==> src/rtl/writeback_unit.sv <==
// -----------------------------------------------------------------------------
// writeback_unit
//
// Purpose
//   Takes results from the execute stage, buffers the register-writing ones in
//   a 2-entry in-order FIFO and drives them into the register file through a
//   four-phase store sequence:
//     IDLE -> SETUP -> STROBE -> RELEASE -> IDLE
//   dest_reg/dest_val are loaded when IDLE hands off to SETUP and then held,
//   so they are stable a full cycle before store_now rises. store_now is high
//   only in STROBE. The head entry is popped, and retire_cnt bumped, when
//   RELEASE returns to IDLE. Results with in_wen=0 are never queued; they
//   retire in the cycle they are accepted.
//
// Configuration
//   WB_FWD_EN : when defined, fwd_hit/fwd_val search the valid FIFO entries
//               (youngest first, including the one currently being stored).
//               When undefined, fwd_hit/fwd_val are tied to zero.
//
// Handshake
//   Input side is valid/ready: a result transfers on a posedge where
//   in_valid & in_ready. in_ready depends only on the registered occupancy, so
//   a full FIFO refuses input even in the cycle it pops. store_done is
//   level-sampled at each posedge while in STROBE.
//
// Ports
//   clk, rst          clock; asynchronous active-high reset
//   in_valid/in_ready input handshake
//   in_wen            1 = result writes a register, 0 = retire without write
//   in_dest, in_val   destination index and value
//   dest_reg/dest_val register-file write index and data
//   store_now         register-file store strobe (file writes on rising edge)
//   store_done        register-file store acknowledge
//   busy              FIFO non-empty or sequencer not idle
//   retire_cnt        wrapping count of retired results
//   fwd_src           forwarding query index
//   fwd_hit/fwd_val   youngest pending write to fwd_src
//   dbgState          current sequencer state, for observation
// -----------------------------------------------------------------------------
module writeback_unit (
  input  logic        clk,
  input  logic        rst,
  input  logic        in_valid,
  output logic        in_ready,
  input  logic        in_wen,
  input  logic [3:0]  in_dest,
  input  logic [15:0] in_val,
  output logic [3:0]  dest_reg,
  output logic [15:0] dest_val,
  output logic        store_now,
  input  logic        store_done,
  output logic        busy,
  output logic [7:0]  retire_cnt,
  input  logic [3:0]  fwd_src,
  output logic        fwd_hit,
  output logic [15:0] fwd_val,
  output logic [1:0]  dbgState
);

  typedef enum logic [1:0] {
    IDLE    = 2'd0,
    SETUP   = 2'd1,
    STROBE  = 2'd2,
    RELEASE = 2'd3
  } wbState_t;

  wbState_t state;
  wbState_t stateNext;

  // FIFO storage: two slots addressed by a 1-bit read pointer and a count.
  logic [3:0]  fifoDest [2];
  logic [15:0] fifoVal  [2];
  logic        rdPtr;
  logic        wrPtr;
  logic [1:0]  count;

  logic        accept;
  logic        push;
  logic        pop;
  logic        retireNow;
  logic        loadHead;

  // Only the registered count is used, so a same-cycle pop never opens a slot.
  assign in_ready  = (count != 2'd2);
  assign accept    = in_valid & in_ready;
  assign push      = accept & in_wen;
  assign retireNow = accept & ~in_wen;
  // RELEASE always lasts exactly one cycle and pops on its way out.
  assign pop       = (state == RELEASE);

  // Pushes only happen with count 0 or 1, so the tail is rdPtr offset by count.
  assign wrPtr     = rdPtr ^ count[0];

  assign busy      = (count != 2'd0) | (state != IDLE);
  assign store_now = (state == STROBE);
  assign dbgState  = state;

  // ---------------------------------------------------------------------------
  // Sequencer
  // ---------------------------------------------------------------------------
  always_ff @(posedge clk or posedge rst) begin
    if (rst) begin
      state <= IDLE;
    end else begin
      state <= stateNext;
    end
  end

  always_comb begin
    stateNext = state;
    loadHead  = 1'b0;
    case (state)
      IDLE: begin
        if (count != 2'd0) begin
          stateNext = SETUP;
          loadHead  = 1'b1;
        end
      end
      SETUP: begin
        stateNext = STROBE;
      end
      STROBE: begin
        if (store_done) begin
          stateNext = RELEASE;
        end
      end
      RELEASE: begin
        // store_done may still be high here; it is ignored outside STROBE.
        stateNext = IDLE;
      end
      default: begin
        stateNext = IDLE;
      end
    endcase
  end

  // ---------------------------------------------------------------------------
  // FIFO
  // ---------------------------------------------------------------------------
  always_ff @(posedge clk or posedge rst) begin
    if (rst) begin
      fifoDest[0] <= 4'd0;
      fifoDest[1] <= 4'd0;
      fifoVal[0]  <= 16'd0;
      fifoVal[1]  <= 16'd0;
      rdPtr       <= 1'b0;
      count       <= 2'd0;
    end else begin
      if (push) begin
        fifoDest[wrPtr] <= in_dest;
        fifoVal[wrPtr]  <= in_val;
      end
      if (pop) begin
        rdPtr <= ~rdPtr;
      end
      count <= count + {1'b0, push} - {1'b0, pop};
    end
  end

  // ---------------------------------------------------------------------------
  // Register-file write port: captured once at the start of a store so the
  // index and data cannot move while the sequence is in progress.
  // ---------------------------------------------------------------------------
  always_ff @(posedge clk or posedge rst) begin
    if (rst) begin
      dest_reg <= 4'd0;
      dest_val <= 16'd0;
    end else if (loadHead) begin
      dest_reg <= fifoDest[rdPtr];
      dest_val <= fifoVal[rdPtr];
    end
  end

  // ---------------------------------------------------------------------------
  // Retire counter: a pop and a no-write retire can land together (+2).
  // ---------------------------------------------------------------------------
  always_ff @(posedge clk or posedge rst) begin
    if (rst) begin
      retire_cnt <= 8'd0;
    end else begin
      retire_cnt <= retire_cnt + {7'd0, retireNow} + {7'd0, pop};
    end
  end

  // ---------------------------------------------------------------------------
  // Forwarding
  // ---------------------------------------------------------------------------
`ifdef WB_FWD_EN
  logic youngValid;
  logic oldValid;

  // With two entries the younger one sits opposite the read pointer; with one
  // entry only the head is valid. The head stays valid while it is stored.
  assign youngValid = (count == 2'd2);
  assign oldValid   = (count != 2'd0);

  always_comb begin
    fwd_hit = 1'b0;
    fwd_val = 16'd0;
    if (youngValid && (fifoDest[~rdPtr] == fwd_src)) begin
      fwd_hit = 1'b1;
      fwd_val = fifoVal[~rdPtr];
    end else if (oldValid && (fifoDest[rdPtr] == fwd_src)) begin
      fwd_hit = 1'b1;
      fwd_val = fifoVal[rdPtr];
    end
  end
`else
  logic unusedFwdSrc;

  assign unusedFwdSrc = ^fwd_src;
  assign fwd_hit      = 1'b0;
  assign fwd_val      = 16'd0;
`endif

endmodule

==> config.mk <==
export PLATFORM = sky130hd
export DESIGN_NAME = writeback_unit
export DESIGN_NICKNAME = d
export VERILOG_FILES = /design/src/rtl/writeback_unit.sv
export SDC_FILE = /design/constraint.sdc
export NUM_CORES = 1
export LEC_CHECK = 0
export BUFFER_PORTS_ARGS = -buffer_cell sky130_fd_sc_hd__buf_2
export CAP_MARGIN = 20
export CORE_AREA = 2 2 92 94
export CTS_BUF_LIST = sky130_fd_sc_hd__clkbuf_4 sky130_fd_sc_hd__clkbuf_8
export CTS_CLUSTER_SIZE = 12
export DETAILED_ROUTE_END_ITERATION = 10
export DIE_AREA = 0 0 94 96
export HOLD_SLACK_MARGIN = 0.08
export PLACE_DENSITY = 0.73
export SYNTH_ARGS = -nofsm -noshare
export SYNTH_HDL_FRONTEND = slang
export SYNTH_SLANG_ARGS = --single-unit
export TNS_END_PERCENT = 100
==> constraint.sdc <==
create_clock -name clk -period 2.2 [get_ports clk]
set_input_delay 0.33 -clock clk [delete_from_list [all_inputs] [get_ports clk]]
set_output_delay 0.33 -clock clk [all_outputs]
set_load 0.005 [all_outputs]
# After elaboration in Yosys (flattened, before gate mapping)
# Cells that the tools add are included.
word_totals:
  register_bits: 73
  in_bits: 29
  out_inout_bits: 50
classes:
  addsub: 4
  n_lt_le_gt_ge: 3
  n_eq_ne: 6
  muxes: 17
  bitwise_logic: 9
  reduce_logical: 5
op_table:
  columns: ["op", "n"]
  rows:
  - ["two-way mux 16 bit", 4]
  - ["bitwise mux 32 bit", 1]
  - ["adder 8 x 1 -> 8 bit", 2]
  - ["demux 16 bit (select 1 bit)", 1]
  - ["two-way mux 4 bit", 4]
  - ["bitwise mux 8 bit", 1]
  - ["case mux 2 bit (4 select lines)", 1]
  - ["demux 4 bit (select 1 bit)", 1]
  - ["== test 2 bit (second input constant)", 2]
  - [">= comparator 2 bit (second input constant)", 2]
  - ["two-way mux 2 bit", 2]
  - ["inequality test 2 bit (second input constant)", 2]
  - ["inverter 1 -> 2 bit", 2]
  - ["nonzero test 2 bit", 2]
  - ["bitwise AND 1 bit", 3]
  - ["adder 2 x 1 -> 2 bit", 1]
  - ["== test 2 x 1 -> 1 bit (second input constant)", 1]
  - ["logical NOT 2 bit", 1]
  - ["< comparator 2 x 1 -> 1 bit (second input constant)", 1]
  - ["two-way mux 1 bit", 2]
  - ["inequality test 2 x 1 -> 1 bit (second input constant)", 1]
  - ["inverter 1 bit", 2]
  - ["AND reduction 2 bit", 1]
  - ["subtractor 2 x 1 -> 2 bit", 1]
  - ["other kinds (3)", 3]

# Logic depth before layout (Yosys ltp)
# Gate-level depths: netlist of run 1.
depth:
  word_depth: 7
  depth_mapped: 10

# Worst setup path before layout of run 1
# Ideal clock, no wire load.
synth_path:
  path_type: "register to register"
  startpoint: "register count[0]"
  endpoint: "register retire_cnt[6]"
  arrival_ns: 2.020
  slack_ns: 0.057
  stages_incl_launch_ff: 11
  path_cell_list: "dfrtp_1 buf_6 clkbuf_1 nand2b_1 nand3b_1 fa_1 inv_1 ha_1 and3_1 nand3_1 xnor2_1"
synth_between:
  elab_chain_len: 5
synth_rtl:
  columns: ["item", "line", "rtl"]
  rows:
  - ["from (decl)", "75", "logic [1:0] count;"]
  - ["from (signal assigned)", "156", "count <= count + {1'b0, push} - {1'b0, pop};"]
  - ["inequality test 2 bit", "84", "assign in_ready = (count != 2'd2);"]
  - ["via in_ready", "44", "output logic in_ready,"]
  - ["bitwise AND 1 bit", "85", "assign accept = in_valid & in_ready;"]
  - ["bitwise AND 1 bit", "87", "assign retireNow = accept & ~in_wen;"]
  - ["adder 8 x 1 -> 8 bit (2 in series)", "181", "retire_cnt <= retire_cnt + {7'd0, retireNow} + {7'd0, pop};"]
  - ["to (signal assigned)", "181", null]
  - ["to (decl)", "53", "output logic [7:0] retire_cnt,"]
# The timed path passes the listed nets, and every way through them passes these cells.
# A chain may end at the register's enable or synchronous reset.

# Final worst setup path of run 1
layout_path:
  startpoint: "register count[1]"
  endpoint: "register retire_cnt[6]"
layout_between:
  elab_chain_len: 5
layout_rtl:
  columns: ["item", "line"]
  rows:
  - ["inequality test 2 bit", "84"]
  - ["bitwise AND 1 bit", "85"]
  - ["bitwise AND 1 bit", "87"]
  - ["adder 8 x 1 -> 8 bit (2 in series)", "181"]
# Every way passes these cells.

==> results.yml, run 1 <==
run_status:
  run_status: "completed"
placement:
  io_buffers: 57
  hpwl_mm: 5.29
  placed_area_um2: 4120
  place_congestion: 0.772
  place_inst: 499
floorplan:
  rows: 33
  die_y_um: 96
  io_pins: 79
  die-area_um2: 9020
  initial_utilization_pct: 46.8
  core_um2: 8050
  die_w_um: 94
cts:
  cts_root_buffer: "clkbuf_8"
  clk_pin_slew_worst_paths_ns: 0.08
  clkLatencyLatePin_ns: 0.35
  cts_tree: "built"
  ctsHoldBuffers: 1
  cts_buffer_depth: 2
  cts.sink_count: 73
  cts_max_level: 3
  post_cts_resized: 0
  post-cts-setup-buffers: 0
  cts_buffers: 9
route:
  drt_wl_total_mm: 8.14
  via_count: 2787
  dr.first_iter.drc_count: 186
  drc: 0
  ant_nets: 0
  wire_per_inst_um: 15.8
  drt-vias-per-instance: 5.40
  drt-pass1-iter-count: 5
cells_and_area:
  postLayoutCoreUtil_pct: 54.7
  finish.net_count: 443
  drive_gt1_share_pct: 29.9
  area_growth_pct: 16.8
  fill_cells: 693
  regMostFlops: "fifoVal"
  antenna_cells: 0
  finalInstanceArea_um2: 4410
  fin_cells: 516
  largest_reg_flops: 32
  reg.largest.list: "fifoVal (32), dest_val (16)"
power:
  leakagePower_nw: 2.11
  p_total_w: 0.00649
  irDropWorstVdd_mv: 0.825
  pwr_density_cell_nw_per_um2: 1470
setup_path:
  arrival_ns: 2.19
  worstPathMaxFanout: 6
  path_class: "reg -> reg"
  cp-end-kind: "register"
  start_kind: "register"
  cp_cell_sequence: "nand2b_1 > nand3b_1 > fa_1 > inv_1 > ha_1 > and3_1 > nand3_1 > xnor2_1"
  crit_slowest_cell: "dfrtp_1"
  cpPeakStageDelay_ns: 0.45
  required_ns: 2.43
yosys:
  mappedNetlistArea_um2: 3770
  synthXorXnorAreaFrac_pct: 2.09
  syn_avg_cell_area_um2: 10.8
  yosysSeqAreaShare_pct: 48.4
  synth-seq-cells: 73
  synth-compound-area-share_pct: 14.5
  synth_mux_area_share_pct: 12.6
  synthAdderAreaFrac_pct: 2.85
  syn_inst: 348
  synth_simple_gate_area_share_pct: 11.5
  yosysWarnings: 0
  synth_top_family_by_area: "compound AO/OA/AOI/OAI gates"
  synth_cell_types: 36
timing:
  maxSlewViolCount: 0
  finClkSkew_ns: 0.0104
  rsz0062_at_grt: "no"
  relSlewSlack_pct: 61.8
  worst_pin_slew_ns: 0.573
  finalCritPeriodShare_pct: 89.1
  setup_tns_ns: 0
  hold_viol: 0
  finalSetupViolCount: 0
  max_freq_mhz: 510
  fin_crit_ns: 1.96
global_route:
  grt_usage_pct: 19.1
  overflow: 0
  antenna_found_initial: 0
  grt_max_degree: 74
  grt_pass1_vias: 2711
  grt_pass1_wl_mm: 13.2
job:
  maxCapViolCount: 0
worst_hold_path:
  min_path_type: "in -> reg"
-- critical path, delay by kind of cell, from the launching register on --
| family | cells | cell delay, ns |
|---|---|---|
| buf+inv | 1 | 0.09 |
| simple gates | 4 | 0.60 |
| xor+xnor | 1 | 0.13 |
| flops | 1 | 0.45 |
| fa+ha+maj | 2 | 0.58 |
-- routing by layer --
metal  wire, um  part of all wire (%)  GRT usage (%)
met5          0                     0              0
met4         93                   1.1           6.76
met3        448                   5.5           5.01
met2       3950                    49           29.6
met1       3650                    45           26.0
-- path summary, 6_finish.rpt --
path                                    start       endpoint  slack, ns  cells after the start
worst min-delay path                in_val[0]    fifoVal[16]       0.23                      2
max in group asynchronous                 rst          rdPtr       1.27                      4
worst max register to register       count[1]  retire_cnt[6]       0.24                      8
min in group asynchronous                 rst    dbgState[1]       0.62                      4
worst min register to register  retire_cnt[7]  retire_cnt[7]       0.46                      1
worst max-delay path                 count[1]  retire_cnt[6]       0.24                      8
-- stage by stage --
step	setup WS (ns)	hold slack, ns
3_5_place_dp	0.240	0.453
2_1_floorplan	0.0167	0.465
6_report	0.239	0.225
4_1_cts	0.233	0.211
5_1_grt	0.0726	0.208
3_3_place_gp	0.305	0.450
-- area by class of cell --
class	count	area [um2]	area share [%]
sequential	73	1830	41.5
multi-input combinational	240	1710	38.8
timing repair buffer	72	425	9.66
clock buffer	10	138	3.12
clock inverter	6	138	3.12
tap	105	131	2.98
inverter	10	37.5	0.852
-- power breakdown --
group          switching (W)  total (W)  internal (W)
Sequential          0.000443    0.00239       0.00194
Clock               0.000517    0.00142      0.000905
Combinational        0.00136    0.00268       0.00132
-- kinds of logic (layout without fill, tap and decap cells) --
| kind of cell | Yosys count | in the layout |
|---|---|---|
| compound gates | 85 | 85 |
| xor+xnor | 9 | 9 |
| fa+ha+maj | 8 | 8 |
| buf+inv | 51 | 98 |
| flops | 73 | 73 |
| mux | 41 | 41 |
| other cells | 1 | 17 |
| simple gates | 80 | 80 |
-- synthesized netlist by cell type --
master | count | area (um2)
buf_6 | 3 | 33.8
o21ai_4 | 1 | 16.3
o21a_1 | 1 | 7.51
mux2_2 | 11 | 124
nand3b_1 | 2 | 15.0
nand4b_1 | 10 | 87.6
and3_1 | 1 | 6.26
buf_1 | 1 | 3.75
nand2b_1 | 11 | 68.8
nor2_1 | 13 | 48.8
a22o_1 | 1 | 8.76
mux2_4 | 10 | 150
nor3b_2 | 1 | 12.5
o22ai_1 | 20 | 125
buf_2 | 9 | 45.0
fa_1 | 1 | 20.0
ha_1 | 7 | 87.6
and2_1 | 1 | 6.26
nand2_1 | 25 | 93.8
a22oi_1 | 1 | 7.51
and2_0 | 1 | 6.26
a221oi_1 | 20 | 175
dfrtp_1 | 73 | 1830
clkbuf_1 | 8 | 30.0
nor2b_1 | 1 | 6.26
xnor2_1 | 4 | 35.0
or2_2 | 10 | 62.6
o21ai_0 | 41 | 205
xor2_1 | 5 | 43.8
inv_1 | 9 | 33.8
conb_1 | 1 | 3.75
clkinv_1 | 1 | 3.75
buf_4 | 20 | 150
mux2i_1 | 20 | 200
nor3_1 | 2 | 10.0
nand3_1 | 2 | 10.0
-- layout by cell type, fill, tap and decap left out, types with 2 or more instances in the layout --
| master | netlist | layout |
|---|---|---|
| nand2b_1 | 11 | 11 |
| nor2_1 | 13 | 13 |
| nand4b_1 | 10 | 10 |
| mux2_4 | 10 | 10 |
| a221oi_1 | 20 | 20 |
| mux2i_1 | 20 | 20 |
| or2_2 | 10 | 10 |
| inv_1 | 9 | 8 |
| mux2_2 | 11 | 11 |
| ha_1 | 7 | 7 |
| nand3b_1 | 2 | 2 |
| buf_12 | 0 | 2 |
| bufinv_16 | 0 | 4 |
| clkbuf_8 | 0 | 10 |
| buf_2 | 9 | 57 |
| nor3_1 | 2 | 2 |
| o22ai_1 | 20 | 20 |
| buf_4 | 20 | 12 |
| nand3_1 | 2 | 2 |
| o21ai_0 | 41 | 40 |
| dfrtp_1 | 73 | 72 |
| conb_1 | 1 | 17 |
| xor2_1 | 5 | 5 |
| nand2_1 | 25 | 25 |
| xnor2_1 | 4 | 4 |
Power figures use the tool's default switching activity.
==> inputs of run 2 (changes only) <==
--- a/config.mk
+++ b/config.mk
@@ -8,12 +8,13 @@
 export BUFFER_PORTS_ARGS = -buffer_cell sky130_fd_sc_hd__buf_2
 export CAP_MARGIN = 20
 export CORE_AREA = 2 2 92 94
-export CTS_BUF_LIST = sky130_fd_sc_hd__clkbuf_4 sky130_fd_sc_hd__clkbuf_8
+export CTS_BUF_LIST = sky130_fd_sc_hd__clkbuf_8 sky130_fd_sc_hd__clkbuf_16
 export CTS_CLUSTER_SIZE = 12
 export DETAILED_ROUTE_END_ITERATION = 10
 export DIE_AREA = 0 0 94 96
 export HOLD_SLACK_MARGIN = 0.08
 export PLACE_DENSITY = 0.73
+export RECOVER_POWER = 100
 export SYNTH_ARGS = -nofsm -noshare
 export SYNTH_HDL_FRONTEND = slang
 export SYNTH_SLANG_ARGS = --single-unit
==> run 2 against run 1 <==
Against the previous run:
- clock skew grew 0.0012 ns
- critical endpoint unchanged
- critical path type unchanged
- non-clock buffer count is the same
- sequential power is essentially flat
- register-to-register slack is essentially flat
- highest routed layer unchanged
==> results.yml, run 2 (synthesis gave the netlist of run 1 again) <==
run_status:
  run_status: "completed"
cts:
  post-cts-setup-buffers: 0
  cts_buffers: 9
  cts_buffer_depth: 2
  post_cts_resized: 0
  clk_pin_slew_worst_paths_ns: 0.07
  clkLatencyLatePin_ns: 0.35
  cts.sink_count: 73
  cts_max_level: 3
  cts_tree: "built"
  cts_root_buffer: "clkbuf_8"
timing:
  worst_pin_slew_ns: 0.995
  maxSlewViolCount: 0
  rsz0062_at_grt: "no"
  relSlewSlack_pct: 33.7
  finalCritPeriodShare_pct: 88.8
  finalSetupViolCount: 0
  hold_viol: 0
  max_freq_mhz: 512
  finClkSkew_ns: 0.0116
  fin_crit_ns: 1.95
  setup_tns_ns: 0
setup_path:
  worstPathMaxFanout: 5
  cp-end-kind: "register"
  setup.worst_path.start: "dbgState[1]"
  cpPeakStageDelay_ns: 0.42
  cp_cell_sequence: "ha_1 > inv_1 > fa_1 > inv_1 > ha_1 > and3_1 > nand3_1 > xnor2_1"
  start_kind: "register"
  required_ns: 2.43
  crit_slowest_cell: "fa_1"
  reg2reg_from: "dbgState[1]"
  arrival_ns: 2.18
  path_class: "reg -> reg"
cells_and_area:
  regMostFlops: "fifoVal"
  final_common_cell: "dfrtp_1"
  area_growth_pct: 14.3
  layout_common_cells: "dfrtp_1, o21ai_0, buf_2, nand2_1"
  drive_gt1_share_pct: 21.9
  multiInputGateArea_um2: 1660
  reg.largest.list: "fifoVal (32), dest_val (16)"
  fill_cells: 722
  antenna_cells: 0
  seq_area_um2: 1830
  finish.net_count: 443
  largest_reg_flops: 32
  postLayoutCoreUtil_pct: 53.6
placement:
  io_buffers: 57
  hpwl_mm: 5.29
  place_congestion: 0.772
global_route:
  grt_pass1_wl_mm: 13.2
  grt_pass1_vias: 2711
  grt_usage_pct: 19.1
  grt_max_degree: 74
  antenna_found_initial: 0
  overflow: 0
worst_hold_path:
  min_path_type: "in -> reg"
  hp-start: "in_val[2]"
route:
  via_count: 2801
  ant_nets: 0
  wire_per_inst_um: 15.7
  drc: 0
  dr.first_iter.drc_count: 164
  drt-pass1-iter-count: 5
  drt-vias-per-instance: 5.43
  drt_wl_total_mm: 8.08
floorplan:
  core_um2: 8050
  die_w_um: 94
  die_y_um: 96
  die-area_um2: 9020
  io_pins: 79
  initial_utilization_pct: 46.8
  rows: 33
power:
  p_total_w: 0.00632
  irDropWorstVdd_mv: 0.801
  pwr_density_cell_nw_per_um2: 1470
  leakagePower_nw: 2.02
job:
  maxCapViolCount: 0
run 2: cell types whose count changed in the layout (fill, tap and decap cells not counted), moves of 2 or more:
| cell | change |
|---|---|
| buf_2 | -20 |
| buf_4 | -2 |
| mux2_4 | -9 |
| mux2_1 | +9 |
| clkbuf_2 | +2 |
| clkbuf_1 | +19 |
run 2: what timing repair did:
item                                    CTS  global route
hold endpoints to repair                 26             0
hold buffers                              1             0
endpoints found under the setup margin    0             0
run 2: path summary, 6_finish.rpt:
path,cells after the start,slack [ns],end
hold reg to reg,1,0.46,retire_cnt[7]
setup reg to reg,8,0.25,retire_cnt[6]
min in group asynchronous,4,0.88,dbgState[1]
setup / recovery,8,0.25,retire_cnt[6]
hold / removal,2,0.22,fifoVal[18]
max in group asynchronous,4,0.69,dest_val[15]
run 2: where the power goes:
group	internal, W	switching, W
clock	0.000905	0.000515
sequential	0.00194	0.000436
combinational	0.00119	0.00134
total	0.00403	0.00229
run 2: per-stage QoR:
stage	hold slack [ns]	instance area, um2	setup WS, ns	std cells
after floorplan	0.465	3830	0.0167	364
after global placement	0.450	4120	0.305	499
after detailed placement	0.453	4120	0.240	499
after CTS	0.211	4410	0.233	516
after global routing	0.205	4310	0.0946	516
final	0.218	4310	0.247	516
run 2: per-layer routing:
layer	track usage [%]	share of wire [%]	vias to the layer above	wire (um)
met5	0	0	-	0
met4	6.76	0.97	0	78
met3	5.01	5.7	6	463
met2	29.6	49	90	3960
met1	26.0	44	1373	3580
li1	-	-	1332	-
run 2: cell type report:
type                            instances  share of cell area [%]
Multi-Input combinational cell        240                    38.5
Tap cell                              105                    3.05
Clock inverter                          6                    3.19
Sequential cell                        73                    42.4
Clock buffer                           10                    3.19
Inverter                               10                   0.871
Timing Repair Buffer                   72                    8.88
run 2: critical path, delay by kind of cell (launching register included):
kind | cells | cell delay, ns
XOR/XNOR | 1 | 0.13
adder cells (fa/ha/maj) | 3 | 0.83
buffers and inverters | 2 | 0.17
flip-flops | 1 | 0.41
AND/OR/NAND/NOR | 2 | 0.30
